===== src/rtl/mux_nin1_rr.sv =====
// N-input selector with a one-deep registered output, explicit-select or round-robin arbitration.
// Optional macro MUX_PARITY_EN adds o_DaljaParitet, the XOR reduction of the loaded word.
module mux_nin1_rr #(
  parameter int WIDTH = 16,
  parameter int N     = 4,
  parameter int SELW  = 2
) (
  input  logic               i_Clock,
  input  logic               i_Reset,
  input  logic [N*WIDTH-1:0] i_Hyrja,
  input  logic [N-1:0]       i_Valid,
  output logic [N-1:0]       o_Ready,
  input  logic               i_Mode,
  input  logic [SELW-1:0]    i_S,
  output logic [WIDTH-1:0]   o_Dalja,
  output logic               o_DaljaValid,
  input  logic               i_DaljaReady,
  output logic [SELW-1:0]    o_Zgjedhja
`ifdef MUX_PARITY_EN
  ,
  output logic               o_DaljaParitet
`endif
);

  logic [WIDTH-1:0] r_dalja;
  logic             r_valid;
  logic [SELW-1:0]  r_sel;
  logic [SELW-1:0]  r_ptr;

  logic [WIDTH-1:0] w_ch [N];
  logic             w_free;
  logic             w_gnt_any;
  logic [SELW-1:0]  w_gnt_idx;
  logic [WIDTH-1:0] w_gnt_data;
  logic             w_xfer;
  logic [SELW-1:0]  w_ptr_next;

  genvar gi;
  generate
    for (gi = 0; gi < N; gi++) begin : g_unpack
      assign w_ch[gi]    = i_Hyrja[gi*WIDTH +: WIDTH];
      assign o_Ready[gi] = ~i_Reset & w_free & w_gnt_any & (w_gnt_idx == SELW'(gi));
    end
  endgenerate

  assign w_free = ~r_valid | i_DaljaReady;
  assign w_xfer = w_free & w_gnt_any;

  // Round-robin scan runs from the farthest candidate back to ptr so the nearest valid one wins.
  always_comb begin
    int idx;
    w_gnt_any  = 1'b0;
    w_gnt_idx  = '0;
    w_gnt_data = '0;
    idx        = 0;
    if (!i_Mode) begin
      for (int j = 0; j < N; j++) begin
        if (i_S == SELW'(j) && i_Valid[j]) begin
          w_gnt_any  = 1'b1;
          w_gnt_idx  = SELW'(j);
          w_gnt_data = w_ch[j];
        end
      end
    end else begin
      for (int k = N - 1; k >= 0; k--) begin
        idx = int'(r_ptr) + k;
        if (idx >= N) idx = idx - N;
        for (int j = 0; j < N; j++) begin
          if (idx == j && i_Valid[j]) begin
            w_gnt_any  = 1'b1;
            w_gnt_idx  = SELW'(j);
            w_gnt_data = w_ch[j];
          end
        end
      end
    end
  end

  assign w_ptr_next = (w_gnt_idx == SELW'(N - 1)) ? '0 : w_gnt_idx + SELW'(1);

  always_ff @(posedge i_Clock or posedge i_Reset) begin
    if (i_Reset) begin
      r_dalja <= '0;
      r_valid <= 1'b0;
      r_sel   <= '0;
      r_ptr   <= '0;
    end else if (w_xfer) begin
      r_dalja <= w_gnt_data;
      r_sel   <= w_gnt_idx;
      r_valid <= 1'b1;
      if (i_Mode) r_ptr <= w_ptr_next;
    end else if (r_valid && i_DaljaReady) begin
      r_valid <= 1'b0;
    end
  end

`ifdef MUX_PARITY_EN
  logic r_par;
  always_ff @(posedge i_Clock or posedge i_Reset) begin
    if (i_Reset)     r_par <= 1'b0;
    else if (w_xfer) r_par <= ^w_gnt_data;
  end
  assign o_DaljaParitet = r_par;
`endif

  assign o_Dalja      = r_dalja;
  assign o_DaljaValid = r_valid;
  assign o_Zgjedhja   = r_sel;

endmodule


===== config.mk =====
export PLATFORM = sky130hd
export DESIGN_NAME = mux_nin1_rr
export DESIGN_NICKNAME = d
export VERILOG_FILES = /design/src/rtl/mux_nin1_rr.sv
export SDC_FILE = /design/constraint.sdc
export NUM_CORES = 1
export LEC_CHECK = 0
export CAP_MARGIN = 20
export CORE_AREA = 2 2 139 141
export DETAILED_ROUTE_END_ITERATION = 6
export DIE_AREA = 0 0 141 143
export SLEW_MARGIN = 15
export SYNTH_ARGS = -nofsm -noshare
export SYNTH_HDL_FRONTEND = slang
export SYNTH_SLANG_ARGS = --single-unit

===== constraint.sdc =====
create_clock -name i_Clock -period 5 [get_ports i_Clock]
set_input_delay 1.5 -clock i_Clock [delete_from_list [all_inputs] [get_ports i_Clock]]
set_output_delay 1.5 -clock i_Clock [all_outputs]
set_load 0.02 [all_outputs]

Word level (Yosys, flattened, before mapping)
Cells that the tools add are included.
- register bits after elaboration: 21
- add/sub/neg operators: 8
- magnitude comparators: 4
- eq/ne operators: 18
- multiplexer cells: 72
- bitwise gates (word level): 10
- reductions and logical operators: 29
- operators with widths (cell ; count):
    $mux 16 ; 21
    $eq 32x3->1 const B ; 8
    $mux 32 ; 8
    $eq 32x2->1 const B ; 4
    $logic_not 32->1 ; 4
    $mux 2 ; 18
    $mux 1 ; 25
    $logic_and 1x1->1 ; 21
    $sub 3x3->4 const B ; 3
    $ge 3x3->1 const B ; 3
    $eq 2x2->1 const B ; 4
    $and 1x1->1 ; 7
    $add 2x2->3 const B ; 2
    $eq 2x1->1 const B ; 2
    $logic_not 2->1 ; 2
    $sub 2x3->4 const B ; 1
    $add 2x1->3 const B ; 1
    $ge 2x3->1 const B ; 1
    $add 2x1->2 const B ; 1
    $not 1->1 ; 2
    $reduce_and 2->1 ; 1
    $reduce_bool 2->1 ; 1
    $or 1x1->1 ; 1

Logic depth before layout (Yosys ltp)
- word-level depth: 25
- gate-level depth with buffers: 10

Least setup slack after synthesis
Ideal clock, no wire load.
- kind: in2out
- start: in i_Valid[0]
- end: out o_Ready[0]
- data arrival time: 2.983 ns
- required time: 3.500 ns
- slack: 0.517 ns
- cell stages on the path: 9
- path buffers: 2
- cell sequence: buf_4 -> buf_2 -> nand2b_1 -> a211oi_1 -> o21ai_1 -> a32oi_1 -> inv_2 -> ha_1 -> and3_1
- elaborated cells between the ends (all ways): 42
- classes of those cells: 34 x mux; 2 x bitwise; 6 x reduce/logical
- RTL lines (item ; line ; source):
    from (decl) ; 11 ; input logic [N-1:0] i_Valid,
    $logic_and 1x1->1 ; 69 ; if (idx == j && i_Valid[j]) begin
    $mux 2 (8 in series) ; 69 ;
    $mux 2 (*) (4 in series) ; 69 ;
    $mux 2 (*) ; 56 ; if (!i_Mode) begin
    via w_gnt_idx[1] ; 33 ; logic [SELW-1:0] w_gnt_idx;
    $logic_not 2->1 (*) ; 42 ; assign o_Ready[gi] = ~i_Reset & w_free & w_gnt_any & (w_gnt_idx == SELW'(gi));
    $and 1x1->1 (*) ; 42 ;
    to (decl) ; 12 ; output logic [N-1:0] o_Ready,
Mark *: on every way through the listed nets, which the timed path passes. The rest lies on a longest branch.

Final worst setup path
- start: in i_Valid[3]
- end: out o_Ready[3]
- cells in the longest elaborated chain, start to end: 17
- elaborated cells between the ends (all ways): 38
- classes of those cells: 1 x eq/ne; 30 x mux; 2 x bitwise; 5 x reduce/logical
- RTL lines (item ; line):
    $logic_and 1x1->1 ; 69
    $mux 2 (13 in series) ; 69
    $mux 2 (*) ; 56
    via w_gnt_idx[0] ; 33
    $eq 2x2->1 (*) ; 42
    $and 1x1->1 (*) ; 42
Marked as above.

==> results.json <==
{
  "outcome": "finished clean",
  "worstMarginPinSlew_ps": 887.6,
  "maxSlewViolCount": 0,
  "drtIter0Drc": 971,
  "setup_tns_ps": 0,
  "synth.most_common_cell": "a21oi_1",
  "port_buffers": 96,
  "ff2ff_path_depth": 7,
  "ios": 97,
  "grt_max_degree": 69,
  "cts-buffers-inserted": 3,
  "crit_type": "input pin to primary output",
  "num_rows": 50,
  "die_w_um": 141,
  "firstDrtPassIters": 5,
  "place.gp.congestion": 0.9325,
  "required_ps": 3500,
  "clockRootBuffer": "clkbuf_16",
  "timing.fmax_mhz": 204.7,
  "drtAntennaViolNets": 0,
  "r2r-start": "r_ptr[1]",
  "multiInputGateArea_um2": 3546,
  "post-place-ws_ps": -447.4,
  "cts_tree": "yes",
  "hp-class": "flop to flop",
  "holdBufCountCts": 0,
  "maxCapViolCount": 0,
  "dp_hpwl_mm": 14.26,
  "switchingPower_mw": 1.278,
  "routed_via_density": 6.186,
  "grt_pass1_wl_mm": 32.20,
  "final-seq-area_um2": 528.0,
  "ys_types": 66,
  "cts.sinks": 21,
  "overflow": 0,
  "drc": 0,
  "period_share_pct": 97.71,
  "power.share.switching_pct": 53.72,
  "netlist_area_um2": 4568,
  "syn_avg_cell_area_um2": 6.679,
  "p_leak_nw": 2.027,
  "synth_cells": 684,
  "yosys_warnings": 0,
  "worst_setup_path_end_kind": "primary output",
  "ys_top_cells_by_area": "dfrtp_1 12%, a21oi_1 10%, o21ai_0 6.8%",
  "ys_seq_elements": 21,
  "placed_cell_area_um2": 5709,
  "p_int_mw": 1.101,
  "synth_common_cells": "93 x a21oi_1, 67 x nand2_1, 62 x o21ai_0",
  "initial_utilization_pct": 24.59,
  "crit_path_start_kind": "input pin",
  "n_antenna_cell": 0,
  "crit_path_max_incr_delay_ps": 390,
  "crit_buf_inv": 4,
  "syn_to_final_growth_pct": 27.12,
  "dp.cells": 985,
  "yosysTopAreaCell": "dfrtp_1",
  "antenna_found_initial": 1,
  "finalWorstSetupSlack_ps": 114.3,
  "grt_pass1_vias": 5851,
  "min_period_ps": 4886,
  "grt_usage_pct": 20.02,
  "routedWlPerCell_um": 21.04,
  "path_cells": "clkdlybuf4s50_1, buf_4, nor2b_2, o22ai_2, a21oi_2, o31ai_4, inv_2, ha_1, and3_1, clkdlybuf4s15_2",
  "h-tree-depth": 1,
  "final_area_um2": 5807,
  "cpLargestDelayFamily": "buffers and inverters",
  "report.final.hold_viol_count": 0,
  "die_area_um2": 20160,
  "p_seq_share_pct": 13.9,
  "p_clk_share_pct": 8.2,
  "clkLatencyLatePin_ps": 270,
  "clkTransAtPathRegs_ps": 80,
  "final_util_pct": 31.25,
  "cts_buffer_depth": 2,
  "startpoint": "i_Valid[3]",
  "arrival_ps": 3390,
  "finalSetupViolations": 0,
  "crit_fanout": 5,
  "max_slew_margin_pct": 40.66,
  "powerDensity_nw_per_um2": 409.8,
  "vias": 6124,
  "vdd_drop_max_mv": 0.2306,
  "cp.depth": 10,
  "finalClockSkew_ps": 1.819,
  "nets": 835,
  "power_frac_comb_pct": 77.9,
  "ys.flop_type": "dfrtp_1",
  "rr_endpoint": "o_Dalja[12]",
  "core_um2": 18580,
  "synth_edf_count": 0,
  "die_h_um": 143,
  "cp-endpoint": "o_Ready[3]",
  "routed_wirelength_mm": 20.83,
  "layoutNonFillerInstCount": 990,
  "cpMaxStageDelayCell": "clkdlybuf4s50_1",
  "synth_top_area_share_pct": 11.50,
  "async_reset_ff_share_pct": 100.0,
  "nFillCells": 2032,
  "syn_nets": 762,
  "ff2ff_setup_slack_ps": 1740,
  "yosysSeqAreaShare_pct": 11.50,
  "layout-drive-gt1-share_pct": 12.30
}
==> through the flow <==
| stage | power [mW] | hold WS [ps] |
|---|---|---|
| finish | 2.379 | 482.1 |
| global route | 2.550 | 540.8 |
| CTS | 2.332 | 491.3 |
| detailed placement | 2.122 | 472.7 |
| global placement | 2.121 | 472.7 |
| floorplan | 1.646 | 581.5 |
==> worst min path at each step <==
stage	start	depth (start not counted)	slack [ps]	endpoint
detailed placement	o_Zgjedhja[0]	2	470	o_Zgjedhja[0]
floorplan	o_Zgjedhja[0]	2	580	o_Zgjedhja[0]
finish	o_Zgjedhja[0]	2	480	o_Zgjedhja[0]
CTS	o_Zgjedhja[0]	2	490	o_Zgjedhja[0]
global route	o_Zgjedhja[0]	2	540	o_Zgjedhja[0]
global placement	o_Zgjedhja[1]	2	470	o_Zgjedhja[1]
==> cell usage in the layout (no fill, tap or decap), types with 9 or more instances in the layout <==
master / Yosys / final
clkdlybuf4s50_1: 0 / 89
a211oi_1: 10 / 9
o221ai_1: 23 / 23
or3_1: 9 / 9
nand3b_1: 10 / 10
dfrtp_1: 21 / 19
nor2_1: 44 / 44
o22ai_1: 14 / 13
a31oi_1: 44 / 44
nand3_1: 34 / 34
o21a_1: 22 / 22
o211ai_1: 13 / 13
nand2_1: 67 / 67
o21ai_0: 62 / 62
buf_4: 12 / 51
a21oi_1: 93 / 92
a221o_1: 27 / 27
==> registers in the layout, summed over array words and instances (netlist names) <==
name	flops
o_Dalja	16
o_DaljaValid	1
o_Zgjedhja	2
r_ptr	2
==> final cells by class <==
cell class / count / area share, %
repair buffers: 147 / 22.78
inverters: 10 / 0.6464
multi-input cells: 574 / 61.06
clock buffers: 3 / 1.293
flip-flops and latches: 21 / 9.093
well taps: 234 / 5.042
clock inverters: 1 / 0.08619
==> worst min-delay path, delay by kind of cell, from the launching register on <==
kind | cells | cell delay [ps]
flip-flops | 1 | 350
AO/OA/AOI/OAI | 1 | 60
AND/OR/NAND/NOR | 1 | 50
==> metal layers <==
layer / vias to the layer above / track usage (%) / wire [um]
met5: - / 0 / 0
met4: 0 / 7.842 / 584
met3: 46 / 5.399 / 2404
met2: 452 / 30.45 / 9089
met1: 2806 / 26.96 / 8755
li1: 2820 / - / -
==> logic make-up after synthesis <==
family	count (synthesis)	synth area share [%]
AOI/OAI and AO/OA	356	51.77
DFF	21	11.50
muxes	8	1.917
buffers and inverters	89	11.50
and+or+nand+nor	206	22.21
adders and majority gates	4	1.096
==> what timing repair did <==
item	CTS	global route
resized for setup	13	9
setup endpoints to repair	4	4
endpoints found under the hold margin	0	0
pin swaps	4	3
setup buffers	0	1
==> power by group through the flow <==
| stage | Clock (mW) | Combinational, mW | Sequential (mW) |
|---|---|---|---|
| detailed placement | 0 | 1.79 | 0.328 |
| floorplan | 0 | 1.29 | 0.359 |
| global route | 0.206 | 2.00 | 0.343 |
| finish | 0.196 | 1.85 | 0.330 |
| CTS | 0.199 | 1.81 | 0.328 |
| global placement | 0 | 1.79 | 0.330 |
Note: power is estimated with default switching activity, not from simulation.
